File: src/rtl/seq_det_pkg.sv
// Shared definitions for the programmable serial-pattern detector.
package seq_det_pkg;

  localparam int ST_W = 2;

  // Controller states; encoding is shared with software via state_out.
  typedef enum logic [ST_W-1:0] {
    ST_IDLE = 2'd0,
    ST_RUN  = 2'd1,
    ST_DONE = 2'd2
  } state_t;

  // Width needed to hold a pattern length in the range 0..max_len.
  function automatic int len_width(input int max_len);
    return $clog2(max_len + 1);
  endfunction

endpackage

File: src/rtl/seq_match_shreg.sv
// Bit history, fill tracking and masked pattern compare.
// match is combinational and reflects the values after the current shift.
module seq_match_shreg
  import seq_det_pkg::*;
#(
  parameter int MAX_LEN = 8,
  parameter int LEN_W   = len_width(MAX_LEN)
) (
  input  logic               clk,
  input  logic               rst_n,
  input  logic               clear,
  input  logic               shift,
  input  logic               bit_in,
  input  logic               clear_fill,
  input  logic [LEN_W-1:0]   len,
  input  logic [MAX_LEN-1:0] pattern,
  output logic               match
);

  logic [MAX_LEN-1:0] history;
  logic [MAX_LEN-1:0] history_next;
  logic [MAX_LEN-1:0] mask;
  logic [LEN_W-1:0]   fill;
  logic [LEN_W-1:0]   fill_next;

  // Next history/fill values and the compare restricted to the low len bits.
  always_comb begin
    history_next = history;
    fill_next    = fill;
    mask         = {MAX_LEN{1'b0}};
    if (shift) begin
      history_next = {history[MAX_LEN-2:0], bit_in};
      if (fill == LEN_W'(MAX_LEN)) begin
        fill_next = fill;
      end else begin
        fill_next = fill + LEN_W'(1);
      end
    end else begin
      history_next = history;
      fill_next    = fill;
    end
    for (int i = 0; i < MAX_LEN; i++) begin
      mask[i] = (LEN_W'(i) < len);
    end
    match = shift && (fill_next >= len) &&
            (((history_next ^ pattern) & mask) == {MAX_LEN{1'b0}});
  end

  // History and fill registers; a non-overlapping match discards used bits.
  always_ff @(posedge clk or negedge rst_n) begin
    if (!rst_n) begin
      history <= {MAX_LEN{1'b0}};
      fill    <= {LEN_W{1'b0}};
    end else if (clear) begin
      history <= {MAX_LEN{1'b0}};
      fill    <= {LEN_W{1'b0}};
    end else if (shift) begin
      history <= history_next;
      fill    <= (match && clear_fill) ? {LEN_W{1'b0}} : fill_next;
    end
  end

endmodule

File: src/rtl/seq_det_ctrl.sv
// Programmable serial-pattern detection controller: config registers,
// run FSM, saturating match counter and registered status outputs.
module seq_det_ctrl
  import seq_det_pkg::*;
#(
  parameter  int MAX_LEN = 8,
  parameter  int CNT_W   = 8,
  localparam int LEN_W   = len_width(MAX_LEN)
) (
  input  logic               clk,
  input  logic               rst_n,
  input  logic               cfg_we,
  input  logic [MAX_LEN-1:0] cfg_pattern,
  input  logic [LEN_W-1:0]   cfg_len,
  input  logic               cfg_overlap,
  input  logic [CNT_W-1:0]   cfg_target,
  input  logic               start,
  input  logic               abort,
  input  logic               bit_valid,
  input  logic               bit_in,
  output logic               busy,
  output logic               detected,
  output logic               done,
  output logic [CNT_W-1:0]   match_count,
  output logic [ST_W-1:0]    state_out
);

  state_t             state;
  state_t             state_next;
  logic [MAX_LEN-1:0] pattern;
  logic [LEN_W-1:0]   len;
  logic               overlap;
  logic [CNT_W-1:0]   target;
  logic [CNT_W-1:0]   count;
  logic [CNT_W-1:0]   count_inc;
  logic               arm;
  logic               finish;
  logic               shift;
  logic               hit;

  // Bits are only sampled in RUN, and an abort in the same cycle wins.
  assign shift     = (state == ST_RUN) && !abort && bit_valid;
  assign count_inc = (count == {CNT_W{1'b1}}) ? count : count + CNT_W'(1);

  seq_match_shreg #(
    .MAX_LEN (MAX_LEN),
    .LEN_W   (LEN_W)
  ) u_shreg (
    .clk        (clk),
    .rst_n      (rst_n),
    .clear      (arm),
    .shift      (shift),
    .bit_in     (bit_in),
    .clear_fill (!overlap),
    .len        (len),
    .pattern    (pattern),
    .match      (hit)
  );

  // Next-state decode: arm on start with a non-empty pattern, stop on target or abort.
  always_comb begin
    state_next = state;
    arm        = 1'b0;
    finish     = 1'b0;
    case (state)
      ST_IDLE, ST_DONE: begin
        if (start && !abort && (len != {LEN_W{1'b0}})) begin
          state_next = ST_RUN;
          arm        = 1'b1;
        end else begin
          state_next = state;
        end
      end
      ST_RUN: begin
        if (abort) begin
          state_next = ST_IDLE;
        end else if (hit && (target != {CNT_W{1'b0}}) && (count_inc == target)) begin
          state_next = ST_DONE;
          finish     = 1'b1;
        end else begin
          state_next = ST_RUN;
        end
      end
      default: begin
        state_next = ST_IDLE;
      end
    endcase
  end

  // State register.
  always_ff @(posedge clk or negedge rst_n) begin
    if (!rst_n) begin
      state <= ST_IDLE;
    end else begin
      state <= state_next;
    end
  end

  // Config registers load only while not running; length is clamped to MAX_LEN.
  always_ff @(posedge clk or negedge rst_n) begin
    if (!rst_n) begin
      pattern <= {MAX_LEN{1'b0}};
      len     <= {LEN_W{1'b0}};
      overlap <= 1'b0;
      target  <= {CNT_W{1'b0}};
    end else if (cfg_we && ((state == ST_IDLE) || (state == ST_DONE))) begin
      pattern <= cfg_pattern;
      len     <= (cfg_len > LEN_W'(MAX_LEN)) ? LEN_W'(MAX_LEN) : cfg_len;
      overlap <= cfg_overlap;
      target  <= cfg_target;
    end
  end

  // Match counter and registered status outputs.
  always_ff @(posedge clk or negedge rst_n) begin
    if (!rst_n) begin
      count    <= {CNT_W{1'b0}};
      detected <= 1'b0;
      done     <= 1'b0;
      busy     <= 1'b0;
    end else begin
      if (arm) begin
        count <= {CNT_W{1'b0}};
      end else if (hit) begin
        count <= count_inc;
      end
      detected <= hit;
      done     <= finish;
      busy     <= (state_next == ST_RUN);
    end
  end

  assign match_count = count;
  assign state_out   = state;

endmodule

File: config.mk
export PLATFORM = sky130hd
export DESIGN_NAME = seq_det_ctrl
export DESIGN_NICKNAME = d
export VERILOG_FILES = /design/src/rtl/seq_det_pkg.sv /design/src/rtl/seq_match_shreg.sv /design/src/rtl/seq_det_ctrl.sv
export SDC_FILE = /design/constraint.sdc
export NUM_CORES = 1
export LEC_CHECK = 0
export ABC_CLOCK_PERIOD_IN_PS = 7560
export CAP_MARGIN = 20
export CORE_ASPECT_RATIO = 1.4
export CORE_MARGIN = 4
export CORE_UTILIZATION = 45
export DETAILED_ROUTE_END_ITERATION = 10
export GPL_TIMING_DRIVEN = 0
export PLACE_DENSITY_LB_ADDON = 0.15
export REMOVE_ABC_BUFFERS = 1
export SYNTH_ARGS = -nofsm -noshare
export SYNTH_HDL_FRONTEND = slang
export SYNTH_SLANG_ARGS = --single-unit
File: constraint.sdc
create_clock -name clk -period 7.56 [get_ports clk]
set_input_delay 1.89 -clock clk [delete_from_list [all_inputs] [get_ports clk]]
set_output_delay 1.89 -clock clk [all_outputs]
set_load 0.005 [all_outputs]
==> results.toml, run 1 <==
[routing]
first_pass_iters = 4
top_layer = "met4"
met2WireLength_mm = 3.02
wirelength_mm = 5.58
vias = 1982
drtAntennaViolNets = 0
drcViolationCount = 0
wl_met1_mm = 2.27
routed_via_density = 5.54
wl_per_cell_um = 15.6
met3WireLength_um = 207
drt_iter0_drc = 57

[floorplan]
start_util_pct = 46.5
core_area_um2 = 5530
die-area_um2 = 7000
die-height_um = 97.4
chipWidth_um = 71.9
row_count = 32
ios = 41

[hold_path]
min_path_type = "reg2reg"

[cells_and_area]
antenna_cells = 0
syn_to_final_growth_pct = 22.5
final_util_pct = 57.0
seqCellArea_um2 = 1130
final_cell_mix = "45 x dfrtp_1, 39 x clkdlybuf4s50_1, 19 x nor2_1"
stdcell_count = 358
nets = 324
multiInputGateArea_um2 = 1340
mostFrequentLayoutCell = "dfrtp_1"
drive_above_1_share_pct = 13.1
fillCellCount = 497

[clocking]
post_cts_buffers = 0
cts_tree = "yes"
cts_root_buffer = "clkbuf_8"
hold_buffers = 0
cts.sinks = 45
clock_latency_ns = 0.30
cts_inserted_buffers = 5
clkTransAtPathRegs_ns = 0.09
htreeDepth = 2
cts_resized = 0
cts_buffer_depth = 2

[power_and_ir_drop]
power_mw = 0.665
max-vdd-ir-drop_mv = 0.113
p_leak_nw = 1.31
p_per_area_nw_per_um2 = 211

[sta]
fin_crit_ns = 5.24
fmax_mhz = 191
max_slew_margin_pct = 29.5
tightest_slew_ns = 1.05
period_share_pct = 69.3
finClkSkew_ns = 0.00793
setup_slack_ns = 2.32
setup_tns_ns = 0
finalSetupViolCount = 0
slew_viol_final = 0
rsz0062_at_grt = "false"
hold_viol_final = 0

[logic_synthesis]
ys_warn_count = 0
ys_top_cells_by_area = "dfrtp_1 44%, mux2_2 7.9%, mux2i_1 4.7%, ha_1 3.4%, xnor2_1 3.4%"
async_reset_ff_share_pct = 100
synth_fa_ha_area_share_pct = 3.41
synthCells = 251
synth_edf_count = 0
synth_xor_area_share_pct = 5.46
synth_top_family_by_area = "simple AND/OR/NAND/NOR gates"
yosysUniqueCellTypes = 52
synth-seq-cells = 45
synth_seq_area_share_pct = 43.8
yosys_most_used_dff = "dfrtp_1"
synth-simple-area-share_pct = 17.0
synth_compound_area_share_pct = 12.4
synthMuxAreaShare_pct = 13.7
synth_top_area_share_pct = 43.8
post_synth.cell_area_avg_um2 = 10.2
synth_top_cell_by_area = "dfrtp_1"
syn-cell-area_um2 = 2570

[worst_setup_path]
cp.required_ns = 7.75
r2r_slack_ns = 3.85
reg2reg_from = "state_out[0]$_DFF_PN0_"
max_stage_delay_ns = 0.93
r2r_cells = 7
crit_buf_inv = 1
crit_type = "in2reg"
path_cells = "clkdlybuf4s50_1 > and4bb_4 > mux2i_1 > mux2_2 > a2111o_1 > nor4_2 > nand2_1 > mux2_4"
worstReg2RegEnd = "match_count[1]$_DFFE_PN0P_"
slowest_stage = "nor4_2"
worstPathArrival_ns = 5.42
start_kind = "input pin"
crit_family = "simple AND/OR/NAND/NOR gates"
cp.depth = 8
crit_end = "match_count[1]$_DFFE_PN0P_"
endpoint_kind = "flip-flop"
worstPathMaxFanout = 12
crit_start = "abort"

[grt]
grt_pass1_wl_mm = 9.18
grt_max_degree = 31
grt_overflow = 0
gr-usage-all-layers_pct = 16.5
grt_pass1_vias = 1957
antenna_found_initial = 0

[placed_design]
gp_congestion = 0.783
pre_cts_ws_ns = 2.02
dp_hpwl_mm = 4.16
place_inst = 349
port_buffers = 40

[status]
status = "finished clean"

[job]
maxCapViolCount = 0
## per-layer routing
layer | vias to the layer above | GRT usage, %
li1 | 972 | -
met1 | 962 | 18.5
met2 | 41 | 31.0
met3 | 7 | 2.90
met4 | 0 | 4.78
met5 | - | 0
## where the power goes
| part | leakage, nW | internal (mW) | switching, mW |
|---|---|---|---|
| Clock | 0.0585 | 0.108 | 0.0823 |
| Combinational | 0.669 | 0.0867 | 0.0787 |
| Sequential | 0.581 | 0.274 | 0.0353 |
| Total | 1.31 | 0.468 | 0.196 |
## per-stage QoR
step	hold WS, ns	cell area, um^2
2_1_floorplan	0.491	2500
3_3_place_gp	0.511	2990
3_5_place_dp	0.520	3020
4_1_cts	0.536	3140
5_1_grt	0.553	3150
6_report	0.536	3150
## cell usage after synthesis, types with 3 or more instances
| cell type | n |
|---|---|
| o21ai_0 | 17 |
| mux2_2 | 18 |
| nand3b_1 | 3 |
| nor2b_1 | 6 |
| xnor2_1 | 10 |
| o22ai_1 | 3 |
| ha_1 | 7 |
| a21oi_1 | 7 |
| nor3_1 | 8 |
| nand2_1 | 13 |
| inv_1 | 12 |
| clkbuf_1 | 8 |
| nand3_1 | 9 |
| dfrtp_1 | 45 |
| xor2_1 | 6 |
| mux2i_1 | 12 |
| and3_1 | 4 |
| nor2_1 | 19 |
## kinds of logic after synthesis
group | Yosys count
AO/OA/AOI/OAI | 49
XOR/XNOR | 16
adder cells (fa/ha/maj) | 7
buffers and inverters | 24
flip-flops | 45
multiplexers | 32
AND/OR/NAND/NOR | 78
## flip-flops by register name, summed over array words and instances (netlist names)
name	count
match_count	8
pattern	8
target	8
u_shreg.history	7
len	4
u_shreg.fill	4
state_out	2
busy	1
detected	1
done	1
overlap	1
## worst min path at each step
stage                                start                endpoint  slack, ns  depth (start not counted)
finish              pattern[0]$_DFFE_PN0P_  pattern[0]$_DFFE_PN0P_       0.54                          1
global route        state_out[1]$_DFF_PN0_  state_out[1]$_DFF_PN0_       0.55                          1
CTS                 state_out[1]$_DFF_PN0_  state_out[1]$_DFF_PN0_       0.54                          1
detailed placement  pattern[0]$_DFFE_PN0P_  pattern[0]$_DFFE_PN0P_       0.52                          1
global placement    state_out[1]$_DFF_PN0_  state_out[1]$_DFF_PN0_       0.51                          1
floorplan           pattern[3]$_DFFE_PN0P_  pattern[3]$_DFFE_PN0P_       0.49                          1
## final cells by class
cell class	instances	share of cell area, %
well taps	68	2.70
repair buffers	43	13.9
inverters	12	1.43
multi-input cells	182	42.5
flip-flops and latches	45	35.8
clock inverters	1	0.954
clock buffers	7	2.74
No activity file was read; power rests on OpenSTA's default activity.
==> inputs of run 2 (changes only) <==
--- a/config.mk
+++ b/config.mk
@@ -5,7 +5,7 @@
 export SDC_FILE = /design/constraint.sdc
 export NUM_CORES = 1
 export LEC_CHECK = 0
-export ABC_CLOCK_PERIOD_IN_PS = 7560
+export ABC_CLOCK_PERIOD_IN_PS = 4800
 export CAP_MARGIN = 20
 export CORE_ASPECT_RATIO = 1.4
 export CORE_MARGIN = 4
==> constraint.sdc (replaced) <==
create_clock -name clk -period 4.8 [get_ports clk]
set_input_delay 1.2 -clock clk [delete_from_list [all_inputs] [get_ports clk]]
set_output_delay 1.2 -clock clk [all_outputs]
set_load 0.005 [all_outputs]
==> results.toml, run 2 (synthesis gave the netlist of run 1 again) <==
[status]
status = "finished clean"

[worst_setup_path]
r2r_cells = 7
worstPathArrival_ns = 4.43
start_kind = "input pin"
cp.required_ns = 4.99
worstReg2RegEnd = "match_count[1]$_DFFE_PN0P_"
endpoint_kind = "flip-flop"
slowest_stage = "nor4_4"
r2r_slack_ns = 1.39
crit_type = "in2reg"
path_cells = "clkdlybuf4s50_1 > and4bb_4 > mux2i_1 > mux2_2 > a2111o_1 > nor4_4 > nand2_1 > mux2_4"
reg2reg_from = "state_out[0]$_DFF_PN0_"
max_stage_delay_ns = 0.66
worstPathMaxFanout = 12

[clocking]
htreeDepth = 2
cts_resized = 0
hold_buffers = 0
cts.sinks = 45
cts_buffer_depth = 2
post_cts_buffers = 0
cts_tree = "yes"
clkTransAtPathRegs_ns = 0.09
cts_inserted_buffers = 5
cts_root_buffer = "clkbuf_8"
clock_latency_ns = 0.30

[floorplan]
chipWidth_um = 71.9
ios = 41
row_count = 32
core_area_um2 = 5530
die-area_um2 = 7000
start_util_pct = 46.5
die-height_um = 97.4

[cells_and_area]
drive_above_1_share_pct = 13.1
antenna_cells = 0
syn_to_final_growth_pct = 22.8
final_cell_mix = "45 x dfrtp_1, 39 x clkdlybuf4s50_1, 19 x nor2_1"
nets = 324
mostFrequentLayoutCell = "dfrtp_1"

[routing]
first_pass_iters = 4
drcViolationCount = 0
routed_via_density = 5.51
vias = 1973
drt_iter0_drc = 62
wirelength_mm = 5.57
wl_per_cell_um = 15.5
drtAntennaViolNets = 0

[placed_design]
gp_congestion = 0.783
pre_cts_ws_ns = -0.0530
port_buffers = 40
dp_hpwl_mm = 4.16

[power_and_ir_drop]
power_mw = 1.05
max-vdd-ir-drop_mv = 0.179
p_per_area_nw_per_um2 = 333
p_leak_nw = 1.31

[hold_path]
hp-start = "pattern[0]$_DFFE_PN0P_"
min_to = "pattern[0]$_DFFE_PN0P_"
min_path_type = "reg2reg"
min_path_cells = 1

[grt]
grt_overflow = 0
grt_pass1_vias = 1957
antenna_found_initial = 0
gr-usage-all-layers_pct = 16.5
grt_pass1_wl_mm = 9.18
grt_max_degree = 31

[sta]
max_slew_margin_pct = 55.9
fin_crit_ns = 4.25
period_share_pct = 88.4
finalSetupViolCount = 0
tightest_slew_ns = 0.657
finClkSkew_ns = 0.00815
fmax_mhz = 236
slew_viol_final = 0
setup_slack_ns = 0.555
hold_viol_final = 0
rsz0062_at_grt = "false"

[job]
maxCapViolCount = 0
[run 2: layout make-up]
class	instances	area, um^2
Clock buffer	7	86.3
Clock inverter	1	30.0
Fill cell	494	2370
Inverter	12	45.0
Multi-Input combinational cell	182	1350
Sequential cell	45	1130
Tap cell	68	85.1
Timing Repair Buffer	43	438
[run 2: metal layers]
layer	up-vias	track usage (%)	wire length, um
met5	-	0	0
met4	0	4.78	70
met3	7	2.90	212
met2	45	31.0	3010
met1	948	18.5	2280
li1	973	-	-
[run 2: through the flow]
step	instance area (um^2)	cells	utilization (%)	hold slack, ns	setup TNS, ns
floorplan	2500	239	-	0.491	0
global placement	2990	347	54.1	0.511	-0.0641
detailed placement	3020	349	54.7	0.520	-0.0838
CTS	3140	357	56.8	0.536	0
global route	3160	358	57.1	0.553	0
finish	3160	358	57.1	0.537	0
[run 2: critical path: cells and delay by family]
| kind | cells | cell delay (ns) |
|---|---|---|
| AND/OR/NAND/NOR | 3 | 1.33 |
| multiplexers | 3 | 1.01 |
| AO/OA/AOI/OAI | 1 | 0.47 |
| buffers and inverters | 1 | 0.44 |
[run 2: worst max-delay path by stage]
stage,startpoint,end,depth (start not counted)
global route,abort,match_count[1]$_DFFE_PN0P_,12
floorplan,abort,u_shreg.fill[2]$_DFFE_PN0P_,7
detailed placement,abort,match_count[1]$_DFFE_PN0P_,8
finish,abort,match_count[1]$_DFFE_PN0P_,8
global placement,abort,match_count[1]$_DFFE_PN0P_,8
CTS,abort,match_count[1]$_DFFE_PN0P_,8
[run 2: where the power goes]
group	switching (mW)	internal, mW
sequential	0.0552	0.431
combinational	0.128	0.137
clock	0.129	0.170
total	0.312	0.738
